File: src/rtl/rv_alu_pkg.sv
// Shared ALU control codes, mul/div op encodings and sequencer state type.
package rv_alu_pkg;

  localparam logic [3:0] ALU_AND = 4'b0000;
  localparam logic [3:0] ALU_OR  = 4'b0001;
  localparam logic [3:0] ALU_ADD = 4'b0010;
  localparam logic [3:0] ALU_SUB = 4'b0110;

  typedef enum logic [1:0] {
    MD_MUL  = 2'b00,
    MD_DIVU = 2'b01,
    MD_REMU = 2'b10,
    MD_ILL  = 2'b11
  } md_op_e;

  typedef enum logic [1:0] {
    ST_IDLE = 2'b00,
    ST_RUN  = 2'b01,
    ST_DONE = 2'b10
  } md_state_e;

endpackage

File: src/rtl/alu_unit.sv
// Combinational integer ALU (AND/OR/ADD/SUB), zero latency, no flow control.
// Operands are raw bits; unknown control codes produce zero.
module alu_unit
  import rv_alu_pkg::*;
#(
  parameter int XLEN = 32
) (
  input  logic [XLEN-1:0] a_i,
  input  logic [XLEN-1:0] b_i,
  input  logic [3:0]      control_i,
  output logic [XLEN-1:0] result_o,
  output logic            zero_o
);

  always_comb begin
    result_o = '0;
    case (control_i)
      ALU_AND: result_o = a_i & b_i;
      ALU_OR:  result_o = a_i | b_i;
      ALU_ADD: result_o = a_i + b_i;
      ALU_SUB: result_o = a_i - b_i;
      default: result_o = '0;
    endcase
  end

  assign zero_o = (result_o == '0);

endmodule

File: src/rtl/muldiv_sequencer.sv
// Bit-serial MUL / DIVU / REMU: XLEN+1 cycles per op (1 for special cases), one op at a time.
// stall_o holds the pipeline from request until the done_o cycle; flush_i aborts silently.
module muldiv_sequencer
  import rv_alu_pkg::*;
#(
  parameter int XLEN  = 32,
  parameter int CNT_W = 6
) (
  input  logic            clk,
  input  logic            rst_n,
  input  logic            start_i,
  input  logic [1:0]      op_i,
  input  logic [XLEN-1:0] a_i,
  input  logic [XLEN-1:0] b_i,
  input  logic            flush_i,
  output logic            stall_o,
  output logic            done_o,
  output logic [XLEN-1:0] result_o,
  output logic            err_o
);

  localparam logic [CNT_W-1:0] LAST_STEP = CNT_W'(XLEN - 1);

  md_state_e        state_q, state_d;
  md_op_e           op_q, op_d;
  logic [CNT_W-1:0] cnt_q, cnt_d;
  // acc: product accumulator (MUL) or partial remainder (DIV/REM)
  // x:   multiplicand (MUL) or dividend shifting into quotient (DIV/REM)
  // y:   multiplier (MUL) or divisor (DIV/REM)
  logic [XLEN-1:0]  acc_q, acc_d;
  logic [XLEN-1:0]  x_q, x_d;
  logic [XLEN-1:0]  y_q, y_d;

  logic             is_mul;
  logic [XLEN:0]    rem_sh;
  logic             take;
  logic [XLEN-1:0]  alu_a, alu_b, alu_res;
  logic [3:0]       alu_ctrl;
  logic             alu_zero_unused;

  assign is_mul   = (op_q == MD_MUL);
  assign rem_sh   = {acc_q, x_q[XLEN-1]};
  assign take     = rem_sh[XLEN] | (rem_sh[XLEN-1:0] >= y_q);
  assign alu_a    = is_mul ? acc_q : rem_sh[XLEN-1:0];
  assign alu_b    = is_mul ? x_q : y_q;
  assign alu_ctrl = is_mul ? ALU_ADD : ALU_SUB;

  alu_unit #(.XLEN(XLEN)) u_alu (
    .a_i       (alu_a),
    .b_i       (alu_b),
    .control_i (alu_ctrl),
    .result_o  (alu_res),
    .zero_o    (alu_zero_unused)
  );

  always_comb begin
    state_d = state_q;
    op_d    = op_q;
    cnt_d   = cnt_q;
    acc_d   = acc_q;
    x_d     = x_q;
    y_d     = y_q;
    case (state_q)
      ST_IDLE: begin
        if (start_i && !flush_i) begin
          op_d    = md_op_e'(op_i);
          cnt_d   = '0;
          acc_d   = '0;
          x_d     = a_i;
          y_d     = b_i;
          state_d = ST_RUN;
          // Results that need no iteration are preloaded where DONE will read them.
          case (md_op_e'(op_i))
            MD_ILL: begin
              x_d     = '0;
              state_d = ST_DONE;
            end
            MD_DIVU: if (b_i == '0) begin
              x_d     = '1;
              state_d = ST_DONE;
            end
            MD_REMU: if (b_i == '0) begin
              acc_d   = a_i;
              state_d = ST_DONE;
            end
            default: ;
          endcase
        end
      end
      ST_RUN: begin
        if (flush_i) begin
          state_d = ST_IDLE;
        end else begin
          if (is_mul) begin
            acc_d = y_q[0] ? alu_res : acc_q;
            x_d   = x_q << 1;
            y_d   = y_q >> 1;
          end else begin
            acc_d = take ? alu_res : rem_sh[XLEN-1:0];
            x_d   = {x_q[XLEN-2:0], take};
          end
          cnt_d = cnt_q + 1'b1;
          if (cnt_q == LAST_STEP) state_d = ST_DONE;
        end
      end
      ST_DONE: state_d = ST_IDLE;
      default: state_d = ST_IDLE;
    endcase
  end

  always_ff @(posedge clk or negedge rst_n) begin
    if (!rst_n) begin
      state_q <= ST_IDLE;
      op_q    <= MD_MUL;
      cnt_q   <= '0;
      acc_q   <= '0;
      x_q     <= '0;
      y_q     <= '0;
    end else begin
      state_q <= state_d;
      op_q    <= op_d;
      cnt_q   <= cnt_d;
      acc_q   <= acc_d;
      x_q     <= x_d;
      y_q     <= y_d;
    end
  end

  assign stall_o = ((state_q == ST_IDLE) && start_i && !flush_i) || (state_q == ST_RUN);
  assign done_o  = (state_q == ST_DONE) && !flush_i;
  assign err_o   = done_o && (op_q == MD_ILL);

  always_comb begin
    result_o = '0;
    if (done_o) begin
      case (op_q)
        MD_MUL:  result_o = acc_q;
        MD_DIVU: result_o = x_q;
        MD_REMU: result_o = acc_q;
        default: result_o = '0;
      endcase
    end
  end

endmodule

File: config.mk
export PLATFORM = sky130hd
export DESIGN_NAME = muldiv_sequencer
export DESIGN_NICKNAME = d
export VERILOG_FILES = /design/src/rtl/rv_alu_pkg.sv /design/src/rtl/alu_unit.sv /design/src/rtl/muldiv_sequencer.sv
export SDC_FILE = /design/constraint.sdc
export NUM_CORES = 1
export LEC_CHECK = 0
export ABC_AREA = 0
export CORE_MARGIN = 10
export CORE_UTILIZATION = 45
export CTS_CLUSTER_DIAMETER = 60
export CTS_CLUSTER_SIZE = 40
export DETAILED_ROUTE_END_ITERATION = 8
export GPL_TIMING_DRIVEN = 0
export PLACE_DENSITY = 0.66
export SYNTH_ARGS = -nofsm -noshare
export SYNTH_HDL_FRONTEND = slang
export SYNTH_SLANG_ARGS = --single-unit
File: constraint.sdc
create_clock -name clk -period 4.5 [get_ports clk]
set_input_delay 0.9 -clock clk [delete_from_list [all_inputs] [get_ports clk]]
set_output_delay 0.9 -clock clk [all_outputs]
set_load 0.02 [all_outputs]
==> results of run 1 <==
[report_power, final]
| part | total [mW] | internal, mW | switching [mW] |
|---|---|---|---|
| clock | 0.812 | 0.385 | 0.428 |
| sequential | 2.07 | 1.35 | 0.723 |
| combinational | 7.14 | 2.99 | 4.15 |
[stage by stage]
step | power (mW) | instance area, um2 | hold slack [ns] | TNS, ns
floorplan | 6.35 | 9770 | 0.465 | 0
global placement | 8.11 | 11200 | 0.488 | -226.17
detailed placement | 8.16 | 11200 | 0.496 | -23.43
CTS | 9.24 | 11700 | 0.405 | -0.160
global route | 10.7 | 12100 | 0.414 | -3.09
finish | 10.0 | 12100 | 0.399 | -1.03
[routing by layer]
| layer | global-route usage [%] | share of wire, % | wire [um] | up-vias |
|---|---|---|---|---|
| li1 | - | - | - | 4992 |
| met1 | 36.0 | 40 | 16900 | 5228 |
| met2 | 46.3 | 47 | 19500 | 553 |
| met3 | 5.69 | 8.7 | 3660 | 106 |
| met4 | 11.4 | 4.2 | 1740 | 0 |
| met5 | 0 | 0 | 0 | - |
[what timing repair did]
action,in CTS,in global routing
setup buffers,8,23
resized for setup,55,54
endpoints found under the setup margin,29,20
pin swaps,11,41
hold buffers,0,0
[area by class of cell]
cell class / instances / area (um2) / share of cell area [%]
buffer: 80 / 345 / 2.85
clock buffer: 10 / 229 / 1.89
clock inverter: 6 / 50.0 / 0.414
inverter: 48 / 180 / 1.49
multi-input combinational: 1091 / 6970 / 57.6
sequential: 106 / 2660 / 22.0
tap: 275 / 344 / 2.84
timing repair buffer: 136 / 1330 / 11.0
[how the worst min path moves through the flow]
stage | from | endpoint | slack [ns] | cells after the start
2_1_floorplan | cnt_q[1] | cnt_q[1] | 0.47 | 2
6_report | rst_n | y_q[4] | 0.40 | 1
4_1_cts | rst_n | y_q[4] | 0.41 | 1
3_5_place_dp | cnt_q[1] | cnt_q[1] | 0.50 | 2
5_1_grt | rst_n | y_q[4] | 0.41 | 1
3_3_place_gp | cnt_q[1] | cnt_q[1] | 0.49 | 2
[sequential cells by signal, summed over array words and instances (netlist names)]
signal,flops
cnt_q,6
acc_q,32
x_q,32
state_q,2
y_q,32
op_q,2
[Yosys cell counts (3+ instances only)]
cell type  number  area share (%)
nand2_1       218             8.4
nor2_1        154             5.9
o21ai_0       113             5.8
a21oi_1       106             5.4
dfrtp_1       106              27
ha_1           75             9.6
clkbuf_1       65             2.5
a31oi_1        52             3.3
inv_1          48             1.8
mux2i_1        47             4.8
nor2b_1        39             2.5
nor3_1         25             1.3
xnor2_1        24             2.2
xor2_1         22             2.0
a21o_1         20             1.5
nor4_1         18             1.2
nand4_1        14            0.90
nand3_1        13            0.67
o21ai_1        12            0.61
a211oi_1       11            0.85
a221oi_1       11            0.99
buf_1          11            0.42
o21a_1          9            0.69
nand2b_1        8            0.51
o31ai_1         7            0.54
and3_1          6            0.38
or2_2           6            0.38
a22oi_1         5            0.38
buf_2           5            0.26
o211ai_1        5            0.38
o31a_1          5            0.45
and2_1          4            0.26
and4_1          4            0.36
or3_1           4            0.26
a211o_1         3            0.27
nand3b_1        3            0.23
o221ai_1        3            0.27
[worst reg2reg max path, cell delays in order, from the launching register on]
cell and delay (ns):
dfrtp_2 0.43, or4_4 0.56, nor4_4 0.26, o22a_2 0.24
nand2_2 0.07, or2_4 0.27, a2111oi_4 0.41, xor2_1 0.11
nor2_1 0.21, a21oi_1 0.07, ha_2 0.38, nand3_2 0.11
nor3_4 0.28, o211ai_1 0.25, buf_4 0.22, a31oi_4 0.18
o21ai_2 0.12, o21ai_1 0.17, xnor2_1 0.13, a31oi_1 0.10
[cell families after synthesis]
logic type	share of synthesized area [%]
and+or+nand+nor	25.1
AOI/OAI and AO/OA	23.8
buffers and inverters	5.10
DFF	27.2
adders and majority gates	9.81
muxes	4.93
xor gates and xnor gates	4.12
==> flow_summary.toml, run 1 <==
[setup_path]
regToRegStartpoint = "y_q[5]"
cp_num_buf_inv = 1
critical-path-max-stage-delay_ns = 0.55
critical_path.slowest_cell = "or4_4"
end_kind = "flop"
timing.critical_path.depth = 19
startpoint_type = "flop"
cp_data_required_time_ns = 4.75
r2r_slack_ns = -0.20
worstSetupStartpoint = "y_q[5]"
timing_worst_setup_path_type = "reg2reg"
critical-path-top-delay-family = "simple AND/OR/NAND/NOR gates"
crit_end = "acc_q[31]"
timing.critical_path.arrival_ns = 4.95
timing.reg2reg.worst_path_depth = 19
critical_path.max_fanout = 5
critical_path.cell_chain = "or4_4 -> nor4_4 -> o22a_2 -> nand2_2 -> or2_4 -> a2111oi_4 -> xor2_1 -> nor2_1 -> a21oi_1 -> ha_2 -> nand3_2 -> nor3_4 -> o211ai_1 -> buf_4 -> a31oi_4 -> o21ai_2 -> o21ai_1 -> xnor2_1 -> a31oi_1"
reg2reg_to = "acc_q[31]"

[clocking]
cts_max_path_buffers = 2
cts_sinks = 106
clk_latency_ns = 0.37
clk_pin_slew_ns = 0.08
tritoncts_clock_tree = "yes"
clock-root-buffer = "clkbuf_16"
cts_buffers = 9
htreeDepth = 3

[min_path]
worst_hold_path_type = "in2async"

[finish]
num_antenna_cells = 0
nNetsFinal = 1618
utilization_after_layout_pct = 57.0
final.fill_count = 2085
fin_cells = 1752
most-common-layout-cells = "nand2_1 (216), nor2_1 (151), o21ai_0 (103), clkdlybuf4s50_1 (103), dfrtp_1 (101)"
fraction_of_layout_cells_with_a_size_suffix_above_1_pct = 9.55
layout-area-overhead-vs-synth_pct = 23.9
most_frequent_standard_cell_in_the_layout_excluding_fill_and_tap_cells = "nand2_1"

[place]
post-place-cells = 1707
pre_cts_ws_ns = -1.54
port-buffer-count = 104
place_hpwl_um = 30900
gpl.final_weighted_congestion = 1.00

[logic_synthesis]
ys_warn_count = 0
synthesis.area_per_instance_um2 = 7.36
cell_area_after_technology_mapping_mm2 = 0.00977
synth-seq-area-share_pct = 27.2
ys_types = 72
synth-async-reset-ratio_pct = 100
flip_flop_and_latch_count_after_synthesis = 106
synth_nets = 1473
postSynthCellCount = 1327
count_of_flip_flops_with_a_built_in_enable_after_synthesis = 0
postSynth.topFlopCell = "dfrtp_1"

[sta]
report.final.slew_viol_count = 0
period_share_pct = 104
max_freq_ghz = 0.213
layout_setup_ws_ns = -0.201
grt_setup_unrepaired = "yes"
hold_viol_final = 0
slew-limit-headroom_pct = 30.0
clock_skew_ns = 0.00701
min_period_ns = 4.70
worstMarginPinSlew_ns = 1.05
finalSetupViolations = 9

[floorplanning]
die_w_um = 167
die_h_um = 167
fp.dieArea_mm2 = 0.0280
initial_core_util_pct = 46.0
core.rowCount = 53
core_box_area_mm2 = 0.0212
design.portCount = 105

[global_routing]
antenna_found_initial = 0
grtUsageTotal_pct = 28.4
overflow_left_after_global_routing = 0
maximum_number_of_pins_on_one_net_before_global_route_repair = 80
first_global_vias = 10500
grt_first_pass_wirelength_um = 62900

[route]
drt-wirelength-per-cell_um = 23.9
remaining_drc_errors = 0
drt_pass1_iterations = 6
vias = 10900
routed_wirelength_um = 41800
drtIter0Drc = 1141
avgViaCountPerCell = 6.21
antenna_violating_nets_post_route = 0

[power_and_ir_drop]
power_leakage_nw = 5.13
power_density_mw_per_mm2 = 828
peakVddDrop_mv = 0.493

[job]
drv_cap = 0

[status]
status = "complete, but fails checks"
failed_checks = "negative setup slack"
No activity file was read; power rests on OpenSTA's default activity.
==> run 2: changes to the inputs <==
--- a/config.mk
+++ b/config.mk
@@ -12,7 +12,7 @@
 export CTS_CLUSTER_SIZE = 40
 export DETAILED_ROUTE_END_ITERATION = 8
 export GPL_TIMING_DRIVEN = 0
-export PLACE_DENSITY = 0.66
+export PLACE_DENSITY = 0.76
 export SYNTH_ARGS = -nofsm -noshare
 export SYNTH_HDL_FRONTEND = slang
 export SYNTH_SLANG_ARGS = --single-unit
==> run 2 against run 1 <==
Compared with the run above: the run now ends clean; combinational power up 1%; register-to-register slack improved by 0.23 ns; global-route usage barely moved; fmax grew 5.2%; sequential cell count did not move; sequential share of layout area is 0.17 points lower; cell area is 0.85% higher; cell count decreased by 0.17%; clock power grew 7.3%; total power is 1.6% higher; first-iteration DRC count increased by 18%; critical path type unchanged; critical endpoint is now acc_q[28]; largest power group unchanged; highest routed layer unchanged.
==> flow_summary.toml, run 2 (synthesis results as in run 1) <==
[setup_path]
timing.critical_path.mode_cell = "buf_4"
timing_worst_setup_path_type = "reg2reg"
reg2reg_to = "acc_q[28]"
startpoint_type = "flop"
cp_data_required_time_ns = 4.76
timing.critical_path.arrival_ns = 4.73
critical_path.cell_chain = "or2_1 -> buf_2 -> buf_4 -> clkbuf_4 -> buf_4 -> clkbuf_2 -> a21oi_1 -> ha_1 -> and4_4 -> nand4_1 -> a211oi_4 -> buf_12 -> o31a_1 -> nor2_2 -> o211ai_1 -> buf_4 -> and4_1 -> a211oi_2 -> o31ai_1"
timing.reg2reg.worst_path_depth = 19
critical_path.slowest_cell = "ha_1"
worstSetupStartpoint = "op_q[0]"
r2r_slack_ns = 0.03
critical-path-max-stage-delay_ns = 0.43
regToRegStartpoint = "op_q[0]"
end_kind = "flop"
critical_path.max_fanout = 10
crit_end = "acc_q[28]"

[finish]
design_area_mm2 = 0.0122
most-common-layout-cells = "nand2_1 (217), nor2_1 (147), o21ai_0 (107), clkdlybuf4s50_1 (103), dfrtp_1 (100)"
num_antenna_cells = 0
biggest_registers_after_layout = "acc_q: 32 flops, x_q: 32 flops, y_q: 32 flops"
layout-area-overhead-vs-synth_pct = 24.9
fraction_of_layout_cells_with_a_size_suffix_above_1_pct = 10.4
nNetsFinal = 1615
most_frequent_standard_cell_in_the_layout_excluding_fill_and_tap_cells = "nand2_1"

[sta]
finalSetupViolations = 0
hold_viol_final = 0
worstMarginPinSlew_ns = 1.19
grt_setup_unrepaired = "yes"
report.final.slew_viol_count = 0
slew-limit-headroom_pct = 20.1
final.hold.worst_slack_ns = 0.469
clock_skew_ns = 0.00914
min_period_ns = 4.47
max_freq_ghz = 0.224
setup_total_neg_slack_ns = 0
period_share_pct = 99.3

[power_and_ir_drop]
power_leakage_nw = 5.12
p_total_mw = 10.2
peakVddDrop_mv = 0.440
power_density_mw_per_mm2 = 834

[job]
drv_cap = 0

[route]
drtIter0Drc = 1346
vias = 11000
drt_pass1_iterations = 8
avgViaCountPerCell = 6.26
remaining_drc_errors = 0
drt-wirelength-per-cell_um = 23.9
antenna_violating_nets_post_route = 0
routed_wirelength_um = 41800

[clocking]
clk_latency_ns = 0.37
cts_buffers = 9
htreeDepth = 3
tritoncts_clock_tree = "yes"
cts_max_path_buffers = 2
cts_sinks = 106
clk_pin_slew_ns = 0.08
clock-root-buffer = "clkbuf_16"

[global_routing]
antenna_found_initial = 0
overflow_left_after_global_routing = 0
grt_first_pass_wirelength_um = 63100
grtUsageTotal_pct = 28.4
first_global_vias = 10600
maximum_number_of_pins_on_one_net_before_global_route_repair = 59

[status]
status = "finished clean"

[place]
postPlaceCellArea_mm2 = 0.0112
place_hpwl_um = 31300
port-buffer-count = 104
gpl.final_weighted_congestion = 1.03

[floorplanning]
core_box_area_mm2 = 0.0212
initial_core_util_pct = 46.0
die_w_um = 167
design.portCount = 105
die_h_um = 167
fp.dieArea_mm2 = 0.0280
core.rowCount = 53

[min_path]
worst_hold_path_type = "in2async"
run 2: metal layers:
layer	GRT usage, %	wire, um	vias to the layer above
met5	0	0	-
met4	12.4	1960	0
met3	5.90	3860	125
met2	46.6	19400	641
met1	35.3	16600	5213
li1	-	-	4977
run 2: report_power, final:
group	internal (mW)	switching [mW]	total, mW
sequential	1.35	0.721	2.07
combinational	3.00	4.24	7.24
clock	0.454	0.417	0.871
run 2: critical path, delay by kind of cell, from the launching register on:
kind / cells / cell delay [ns]
compound gates: 6 / 1.08
fa+ha+maj: 1 / 0.43
buf+inv: 7 / 1.72
flops: 1 / 0.37
simple gates: 5 / 0.75
run 2: how the worst min path moves through the flow:
stage | to | depth (start not counted) | start | slack [ns]
after floorplan | cnt_q[1] | 2 | cnt_q[1] | 0.47
after global placement | cnt_q[1] | 2 | cnt_q[1] | 0.49
after detailed placement | cnt_q[1] | 2 | cnt_q[1] | 0.49
after CTS | cnt_q[5] | 1 | rst_n | 0.49
after global routing | cnt_q[0] | 1 | rst_n | 0.50
final | cnt_q[5] | 1 | rst_n | 0.47
run 2: layout make-up:
type | count | area [um2]
buffer | 80 | 355
timing repair buffer | 133 | 1290
clock inverter | 6 | 73.8
inverter | 48 | 180
multi-input combinational | 1091 | 7060
tap | 275 | 344
fill | 1999 | 9020
sequential | 106 | 2660
clock buffer | 10 | 239
run 2: through the flow:
stage / cells / worst slack (ns) / utilization [%]
finish: 1749 / 0.0329 / 57.5
CTS: 1730 / -0.0148 / 55.3
global placement: 1706 / -1.88 / 52.6
floorplan: 1327 / 0.418 / -
global route: 1749 / -0.0571 / 57.5
detailed placement: 1707 / -1.66 / 52.7
run 2: timing repair:
| item | 4_1_cts | 5_1_grt |
|---|---|---|
| setup endpoints to repair | 30 | 19 |
| pin swaps | 12 | 36 |
| resized for setup | 55 | 70 |
| buffers inserted | 9 | 20 |
| hold buffers | 0 | 0 |
==> run 3: changes to the inputs <==
--- a/config.mk
+++ b/config.mk
@@ -11,8 +11,8 @@
 export CTS_CLUSTER_DIAMETER = 60
 export CTS_CLUSTER_SIZE = 40
 export DETAILED_ROUTE_END_ITERATION = 8
-export GPL_TIMING_DRIVEN = 0
 export PLACE_DENSITY = 0.76
 export SYNTH_ARGS = -nofsm -noshare
 export SYNTH_HDL_FRONTEND = slang
 export SYNTH_SLANG_ARGS = --single-unit
+export TNS_END_PERCENT = 30
==> run 3 against run 2 <==
Compared with the run above: count of clock-buffer cells in the layout did not move; combinational power down 9.4%; clock skew increased by 0.0035 ns; setup slack better by 0.094 ns; total power decreased by 7.4%; sequential share of layout area increased by 0.51 points; cell area is 2.6% lower; critical path type unchanged.
==> flow_summary.toml, run 3 (synthesis results as in run 1) <==
[status]
status = "finished clean"

[place]
gpl.final_weighted_congestion = 0.966
place_hpwl_um = 25900
post-place-cells = 1686
port-buffer-count = 104

[power_and_ir_drop]
switching_share_pct = 51.2
power_density_mw_per_mm2 = 793
peakVddDrop_mv = 0.289
power_frac_clock_pct = 8.6
power_leakage_nw = 5.11
power.share.sequential_pct = 21.8
net_switching_power_of_the_design_mw = 4.83
p_total_mw = 9.43
share_comb_of_total_power_pct = 69.6
p_int_mw = 4.60

[sta]
report.final.slew_viol_count = 0
max_freq_ghz = 0.229
slew-limit-headroom_pct = 35.1
hold_viol_final = 0
finalSetupViolations = 0
clock_skew_ns = 0.0127
grt_setup_unrepaired = "yes"
min_period_ns = 4.37
period_share_pct = 97.2
worstMarginPinSlew_ns = 0.971

[setup_path]
timing_worst_setup_path_type = "reg2reg"
timing.reg2reg.worst_path_depth = 18
startpoint_type = "flop"
critical_path.max_fanout = 4
end_kind = "flop"
regToRegStartpoint = "y_q[3]"
timing.critical_path.arrival_ns = 4.61
reg2reg_to = "acc_q[28]"
cp_data_required_time_ns = 4.73
r2r_slack_ns = 0.13
worstSetupStartpoint = "y_q[3]"

[floorplanning]
fp.dieArea_mm2 = 0.0280
die_w_um = 167
initial_core_util_pct = 46.0
die_h_um = 167
design.portCount = 105
core_box_area_mm2 = 0.0212
core.rowCount = 53

[finish]
final.fill_count = 2044
most-common-layout-cells = "nand2_1 (217), nor2_1 (152), dfrtp_1 (106), o21ai_0 (105), clkdlybuf4s50_1 (103)"
fraction_of_layout_cells_with_a_size_suffix_above_1_pct = 9.62
fin_cells = 1709
biggest_registers_after_layout = "acc_q: 32 flops, x_q: 32 flops, y_q: 32 flops"
most_frequent_standard_cell_in_the_layout_excluding_fill_and_tap_cells = "nand2_1"
layout-area-overhead-vs-synth_pct = 21.7
nNetsFinal = 1575
num_antenna_cells = 0

[min_path]
timing.hold.worst_path_depth = 2
min-delay-start = "cnt_q[1]"
end_point_of_the_most_critical_hold_path = "cnt_q[1]"
worst_hold_path_type = "reg2reg"

[clocking]
postCtsHoldBufs = 0
tritoncts_clock_tree = "yes"
clk_latency_ns = 0.37
cts_buffers = 9
htreeDepth = 3
cts_max_path_buffers = 2
clock-root-buffer = "clkbuf_16"
clk_pin_slew_ns = 0.08
cts_sinks = 106

[route]
drt_pass1_iterations = 5
drt-wirelength-per-cell_um = 20.2
drtIter0Drc = 1042
vias = 10300
antenna_violating_nets_post_route = 0
routed_wirelength_um = 34500
avgViaCountPerCell = 6.01
remaining_drc_errors = 0

[global_routing]
maximum_number_of_pins_on_one_net_before_global_route_repair = 65
antenna_found_initial = 0
first_global_vias = 9908
grt_first_pass_wirelength_um = 54600
overflow_left_after_global_routing = 0
grtUsageTotal_pct = 23.6

[job]
drv_cap = 0
run 3: layout make-up:
type / instances / area [um2] / share of cell area (%)
multi-input cells: 1091 / 6840 / 57.6
flip-flops and latches: 106 / 2650 / 22.3
well taps: 275 / 344 / 2.89
repair buffers: 173 / 1580 / 13.3
inverters: 48 / 180 / 1.52
clock inverters: 6 / 50.0 / 0.421
clock buffers: 10 / 239 / 2.01
run 3: layer usage:
layer / GRT usage [%] / routed length [um] / part of all wire, % / vias up
met3: 3.42 / 2440 / 7.1 / 66
met2: 38.9 / 16300 / 47 / 418
met4: 8.97 / 1090 / 3.2 / 0
met1: 30.4 / 14700 / 43 / 4897
met5: 0 / 0 / 0 / -
li1: - / - / - / 4887
run 3: worst max-delay path: stages (launching register included):
cell      delay [ns]
dfrtp_1         0.39
or4_4           0.55
nor4_4          0.26
or2_4           0.20
o21ai_4         0.07
nor3_4          0.27
buf_4           0.16
xor2_2          0.14
nor2_1          0.07
a21oi_1         0.16
ha_1            0.28
and4_1          0.22
a211o_1         0.35
o31a_1          0.33
nor2_1          0.12
o211ai_1        0.15
and4_1          0.24
a211oi_2        0.19
o31ai_1         0.09
run 3: metrics by stage:
step | setup TNS [ns] | instance area [um2] | hold WS (ns) | setup slack, ns | utilization, %
finish | 0 | 11900 | 0.519 | 0.127 | 56.0
global route | -0.448 | 11900 | 0.557 | -0.104 | 56.0
CTS | 0 | 11700 | 0.524 | 0.0102 | 55.0
detailed placement | -0.0164 | 11400 | 0.507 | -0.0164 | 53.6
global placement | 0 | 11400 | 0.488 | 0.137 | 53.6
floorplan | 0 | 9770 | 0.465 | 0.418 | -
run 3: timing repair:
action	in CTS	in global routing
buffers inserted	0	7
pin swaps	0	30
endpoints found under the setup margin	3	14
hold endpoints to repair	0	0
resized for setup	3	38
run 3: worst max path at each step:
stage                           end  depth (start not counted)
final                     acc_q[28]                         18
after global routing      acc_q[24]                         19
after CTS                 acc_q[30]                         18
after detailed placement  acc_q[28]                         18
after global placement    acc_q[31]                         19
after floorplan           acc_q[31]                         20
run 3: power groups by stage:
stage | Clock, mW | Sequential [mW] | Combinational [mW]
2_1_floorplan | 0 | 1.75 | 4.60
6_report | 0.811 | 2.06 | 6.56
5_1_grt | 0.847 | 2.11 | 7.23
3_3_place_gp | 0 | 2.02 | 6.13
3_5_place_dp | 0 | 2.03 | 6.19
4_1_cts | 0.817 | 2.02 | 6.24
